[config.mk]
export PLATFORM = sky130hd
export DESIGN_NAME = reminder_scheduler_flat
export DESIGN_NICKNAME = d
export VERILOG_FILES = /design/src/rtl/water_pkg.sv /design/src/rtl/reminder_scheduler_if.sv /design/src/rtl/interval_timer.sv /design/src/rtl/reminder_scheduler.sv /design/src/flat_wrapper.sv
export SDC_FILE = /design/constraint.sdc
export NUM_CORES = 1
export LEC_CHECK = 0
export CAP_MARGIN = 0
export CORE_MARGIN = 3
export CORE_UTILIZATION = 49
export CTS_CLUSTER_SIZE = 16
export DETAILED_ROUTE_END_ITERATION = 8
export GPL_TIMING_DRIVEN = 0
export PLACE_DENSITY_LB_ADDON = 0.3
export SLEW_MARGIN = 40
export SYNTH_ARGS = -nofsm -noshare
export SYNTH_HDL_FRONTEND = slang
export SYNTH_SLANG_ARGS = --single-unit
[constraint.sdc]
create_clock -name clk -period 5.04 [get_ports clk]
set_clock_uncertainty 0.1 [all_clocks]
set_input_delay 1.512 -clock clk [delete_from_list [all_inputs] [get_ports clk]]
set_output_delay 1.512 -clock clk [all_outputs]
set_load 0.05 [all_outputs]
[src/rtl/water_pkg.sv]
// Shared types and limits for the water-tracking reminder path.
// Latency: n/a (declarations only). Backpressure: n/a.
package water_pkg;
    typedef enum logic [1:0] {IDLE, REMIND, SNOOZE} reminder_state_t;

    localparam int         COUNT_W    = 16;
    localparam logic [1:0] ESC_MAX    = 2'd3;
    localparam logic [7:0] MISSED_MAX = 8'd255;

    // Escalation step that holds at the top level.
    function automatic logic [1:0] esc_inc(input logic [1:0] e);
        return (e == ESC_MAX) ? e : e + 2'd1;
    endfunction
endpackage

[src/rtl/reminder_scheduler_if.sv]
// Datapath/board-side signal bundle of the reminder scheduler.
// Latency: n/a (wiring only). Backpressure: none, all signals are level/strobe.
interface reminder_scheduler_if;
    import water_pkg::*;

    logic               drank;
    logic               ack;
    logic [COUNT_W-1:0] count;
    logic               interval_end;
    logic               remind;
    logic               buzz;
    logic [1:0]         esc_level;
    logic [7:0]         missed;

    modport master (output drank, ack,
                    input  count, interval_end, remind, buzz, esc_level, missed);
    modport slave  (input  drank, ack,
                    output count, interval_end, remind, buzz, esc_level, missed);
endinterface

[src/rtl/interval_timer.sv]
// Mod-N free-running timebase with an end-of-period strobe.
// Latency: interval_end is combinational from count. Backpressure: none, always counts.
module interval_timer
    import water_pkg::*;
#(
    parameter int N = 1800
) (
    input  logic               clk,
    input  logic               reset_n,
    output logic [COUNT_W-1:0] count,
    output logic               interval_end
);
    localparam int         W    = (N > 1) ? $clog2(N) : 1;
    localparam logic [W-1:0] LAST = W'(N - 1);

    logic [W-1:0] cnt;

    assign interval_end = (cnt == LAST);
    assign count        = COUNT_W'(cnt);

    always_ff @(posedge clk or negedge reset_n) begin
        if (!reset_n) begin
            cnt <= '0;
        end else begin
            cnt <= interval_end ? '0 : cnt + W'(1);
        end
    end
endmodule

[src/rtl/reminder_scheduler.sv]
// Interval timebase plus reminder/snooze/escalation FSM driving LED and buzzer; REMINDER_SNOOZE_EN enables snooze.
// Latency: registered outputs change one cycle after the causing miss/drank/ack. Backpressure: none.
module reminder_scheduler
    import water_pkg::*;
#(
    parameter int TICKS_PER_INTERVAL = 1800,
    parameter int SNOOZE_TICKS       = 300
) (
    input  logic                 clk,
    input  logic                 reset_n,
    reminder_scheduler_if.slave  bus
);
    if (TICKS_PER_INTERVAL < 2 || TICKS_PER_INTERVAL > 65536) begin : g_bad_ticks
        $error("TICKS_PER_INTERVAL out of range 2..65536");
    end
    if (SNOOZE_TICKS < 1) begin : g_bad_snooze
        $error("SNOOZE_TICKS must be at least 1");
    end

    logic [COUNT_W-1:0] count;
    logic               interval_end;
    logic               miss;
    reminder_state_t    state;
    logic [1:0]         esc;
    logic [7:0]         missed;
    logic               remind;
    logic               buzz;

    interval_timer #(.N(TICKS_PER_INTERVAL)) u_timer (
        .clk          (clk),
        .reset_n      (reset_n),
        .count        (count),
        .interval_end (interval_end)
    );

    assign miss             = interval_end & ~bus.drank;
    assign bus.count        = count;
    assign bus.interval_end = interval_end;
    assign bus.remind       = remind;
    assign bus.buzz         = buzz;
    assign bus.esc_level    = esc;
    assign bus.missed       = missed;

`ifdef REMINDER_SNOOZE_EN
    localparam int SW = $clog2(SNOOZE_TICKS + 1);
    logic [SW-1:0] snz;
`endif

    always_ff @(posedge clk or negedge reset_n) begin
        if (!reset_n) begin
            state  <= IDLE;
            esc    <= '0;
            missed <= '0;
            remind <= 1'b0;
            buzz   <= 1'b0;
`ifdef REMINDER_SNOOZE_EN
            snz    <= '0;
`endif
        end else begin
            // Miss counting is independent of the FSM state.
            if (miss && missed != MISSED_MAX) begin
                missed <= missed + 8'd1;
            end
            case (state)
                IDLE: begin
                    if (miss) begin
                        state  <= REMIND;
                        esc    <= 2'd1;
                        remind <= 1'b1;
                        buzz   <= 1'b0;
                    end
                end
                REMIND: begin
                    if (bus.drank) begin
                        state  <= IDLE;
                        esc    <= '0;
                        remind <= 1'b0;
                        buzz   <= 1'b0;
                    end else if (miss) begin
                        esc    <= esc_inc(esc);
                        buzz   <= (esc_inc(esc) >= 2'd2);
                    end else if (bus.ack) begin
`ifdef REMINDER_SNOOZE_EN
                        state  <= SNOOZE;
                        snz    <= SW'(SNOOZE_TICKS - 1);
`else
                        state  <= IDLE;
                        esc    <= '0;
`endif
                        remind <= 1'b0;
                        buzz   <= 1'b0;
                    end
                end
`ifdef REMINDER_SNOOZE_EN
                SNOOZE: begin
                    if (bus.drank) begin
                        state  <= IDLE;
                        esc    <= '0;
                        remind <= 1'b0;
                        buzz   <= 1'b0;
                    end else if (miss || snz == '0) begin
                        state  <= REMIND;
                        esc    <= esc_inc(esc);
                        remind <= 1'b1;
                        buzz   <= (esc_inc(esc) >= 2'd2);
                    end else begin
                        snz    <= snz - SW'(1);
                    end
                end
`endif
                default: begin
                    state  <= IDLE;
                    esc    <= '0;
                    remind <= 1'b0;
                    buzz   <= 1'b0;
                end
            endcase
        end
    end
endmodule
[src/flat_wrapper.sv]
// flat-port wrapper written by rule: the top's interface ports become plain ports
module reminder_scheduler_flat import water_pkg::*;
#(
    parameter int TICKS_PER_INTERVAL = 1800,
    parameter int SNOOZE_TICKS       = 300
)
  (clk, reset_n, bus_drank, bus_ack, bus_count, bus_interval_end, bus_remind, bus_buzz, bus_esc_level, bus_missed);
  reminder_scheduler_if bus_i ();
  input  logic clk;
  input  logic reset_n;
  input wire logic [$bits(bus_i.drank)-1:0] bus_drank;
  input wire logic [$bits(bus_i.ack)-1:0] bus_ack;
  output wire logic [$bits(bus_i.count)-1:0] bus_count;
  output wire logic [$bits(bus_i.interval_end)-1:0] bus_interval_end;
  output wire logic [$bits(bus_i.remind)-1:0] bus_remind;
  output wire logic [$bits(bus_i.buzz)-1:0] bus_buzz;
  output wire logic [$bits(bus_i.esc_level)-1:0] bus_esc_level;
  output wire logic [$bits(bus_i.missed)-1:0] bus_missed;
  assign bus_i.drank = bus_drank;
  assign bus_i.ack = bus_ack;
  assign bus_count = bus_i.count;
  assign bus_interval_end = bus_i.interval_end;
  assign bus_remind = bus_i.remind;
  assign bus_buzz = bus_i.buzz;
  assign bus_esc_level = bus_i.esc_level;
  assign bus_missed = bus_i.missed;
  reminder_scheduler #(.TICKS_PER_INTERVAL(TICKS_PER_INTERVAL), .SNOOZE_TICKS(SNOOZE_TICKS)) u_core (.clk(clk), .reset_n(reset_n), .bus(bus_i));
endmodule
==> impl_metrics.ini <==
[yosys]
seq_area_frac_synth = 0.501
synth_most_common_cell = dfrtp_1
synth_top_area_frac = 0.501
netlist_area_sq_um = 1100
synth_area_per_cell_sq_um = 11.0
yosys_warnings = 0
synth_top_area_cell = dfrtp_1
synthFlopType = dfrtp_1
synth_cell_types = 33
netlist_instances = 100
netlist_top_cells_count = dfrtp_1 (22), nand3_1 (8), xor2_1 (7)
async_flop_share = 1.00
synth_area_leaders = dfrtp_1 (50%), xor2_1 (5.6%), buf_4 (4.1%), xnor2_1 (4.0%), nand3_1 (3.6%)
synth_edf_count = 0
ys_seq_elements = 22

[detailed_routing]
vias_per_cell = 5.37
drc = 0
ant_nets = 0
wl_per_cell_um = 14.0
via_count = 864
drt_iter0_drc = 16
wirelength_um = 2260
dr.pass1.iters = 4

[global_routing]
grt-ovfl-total = 0
grt_pass1_vias = 862
antenna_found_initial = 0
grt_util_all_layers = 0.189
grt_first_pass_wirelength_um = 3900
grt_max_degree = 23

[setup_path]
crit_path_top_delay_cell = clkdlybuf4s50_1
crit_path_start_kind = flop
arrival_ns = 2.92
cp_max_fo = 7
max_stage_delay_ns = 0.83
path_class = reg2out
required_ns = 3.43
endpoint_kind = output port
path_cells = or4_1, or3_1, clkbuf_1, inv_2, clkdlybuf4s50_1

[placed_design]
gp_congestion = 0.812
placed_cells = 158
hpwl_um = 1720
portBuffers = 27

[floorplan]
start_util = 0.539
die_h_um = 53.4
die_w_um = 53.4
coreArea_sq_um = 2040
rows = 16
pin_count = 33
die-area_sq_um = 2850

[sta]
slew_headroom = 0.643
hold_viol = 0
final_max_slew_viol_count = 0
setup_tns_ns = 0
worst_pin_slew_ns = 0.534
fmax_ghz = 0.221
setup_viol = 0
grt_setup_unrepaired = false
finalWorstPathRequiredPeriod_ns = 4.53
fin_crit_sh = 0.899

[clock_tree]
clock_latency_ns = 0.30
cts_setup_buffers = 0
cts_buffers = 3
clockBufferDepth = 2
cts_tree = built
h-tree-depth = 1
clock-root-buffer = clkbuf_4
clock_sinks = 22
worst_setup_hold_path_clk_slew_ns = 0.11
ctsHoldBuffers = 0
cts_resized = 0

[power_and_ir_drop]
vdd_drop_max_mv = 0.143
power.density_nw_per_um2 = 212
leakage_uw = 0.000611

[finish]
nets = 142
final_cells = 161
antenna_cells = 0
fin_util = 0.703
area_delta_synth_final_pct = 30.6
drive_gt1_frac = 0.127

[job]
drv_cap = 0

[hold_path]
hold_class = reg2reg

[outcome]
outcome = finished clean
-- stage by stage --
stage	setup slack, ns	instance area [sq um]	power (uW)	hold WS (ns)
after floorplan	1.49	1110	214	0.656
after global routing	0.396	1440	317	0.412
after global placement	0.900	1420	229	0.368
final	0.509	1440	305	0.390
after CTS	0.512	1440	306	0.391
after detailed placement	0.881	1410	229	0.375
-- final timing paths --
path	endpoint	slack (ns)	from	cells past startpoint
max in group asynchronous	u_core.u_timer.cnt[4]$_DFF_PN0_	3.46	reset_n	1
worst min register to register	u_core.u_timer.cnt[0]$_DFF_PN0_	0.39	u_core.u_timer.cnt[0]$_DFF_PN0_	1
min in group asynchronous	u_core.u_timer.cnt[5]$_DFF_PN0_	1.05	reset_n	1
worst max register to register	u_core.bus.missed[1]$_DFFE_PN0P_	2.61	u_core.u_timer.cnt[3]$_DFF_PN0_	5
worst max-delay path	bus_interval_end	0.51	u_core.u_timer.cnt[3]$_DFF_PN0_	5
worst min-delay path	u_core.u_timer.cnt[0]$_DFF_PN0_	0.39	u_core.u_timer.cnt[0]$_DFF_PN0_	1
-- sequential cells by signal, indices dropped and copies added (netlist names) --
register and cells:
u_core.bus.remind 1, u_core.bus.missed 8, u_core.u_timer.cnt 11, u_core.bus.esc_level 2
-- logic make-up (layout without fill, tap and decap cells) --
logic type / after synthesis / count (layout) / synth area share
xor gates and xnor gates: 12 / 12 / 0.0956
adders and majority gates: 2 / 2 / 0.0227
muxes: 3 / 3 / 0.0296
DFF: 22 / 22 / 0.501
AOI/OAI and AO/OA: 11 / 11 / 0.0694
and+or+nand+nor: 39 / 39 / 0.223
other: 1 / 5 / 0.00341
buffers and inverters: 10 / 40 / 0.0557
-- critical path: cells and delay by family (launching register included) --
kind	cells	cell delay, ns
buf+inv	3	1.25
simple gates	2	0.91
flops	1	0.47
-- layout by cell type (no fill, tap or decap), drive strengths merged, types with 2 or more instances in the layout --
cell type      instances
clkbuf                 4
nor2                   4
o31ai                  2
nor4                   2
nor3                   4
clkdlybuf4s50         26
nand4                  4
a31oi                  2
nand3                  8
conb                   5
mux2                   2
buf                    8
xnor2                  5
o21ai                  2
nand2                  5
a21oi                  2
ha                     2
and3                   2
nand2b                 5
or4                    2
xor2                   7
inv                    2
dfrtp                 22
-- cell type report --
type	count	area [sq um]
Buffer	8	53.8
Clock buffer	3	22.5
Fill cell	161	606
Inverter	2	7.51
Multi-Input combinational cell	72	503
Sequential cell	22	551
Tap cell	27	33.8
Timing Repair Buffer	27	265
-- power breakdown --
part | switching, uW | total (uW) | internal, uW
Combinational | 29.2 | 42.6 | 13.4
Sequential | 3.58 | 183 | 179
Clock | 51.3 | 79.2 | 27.9
Total | 84.0 | 305 | 221
-- routing by layer --
metal	global-route usage	up-vias	share of wire
li1	-	413	-
met1	0.228	420	0.42
met2	0.331	29	0.51
met3	0.0394	2	0.057
met4	0.0638	0	0.0057
met5	0	-	0
No activity file was read; power rests on OpenSTA's default activity.
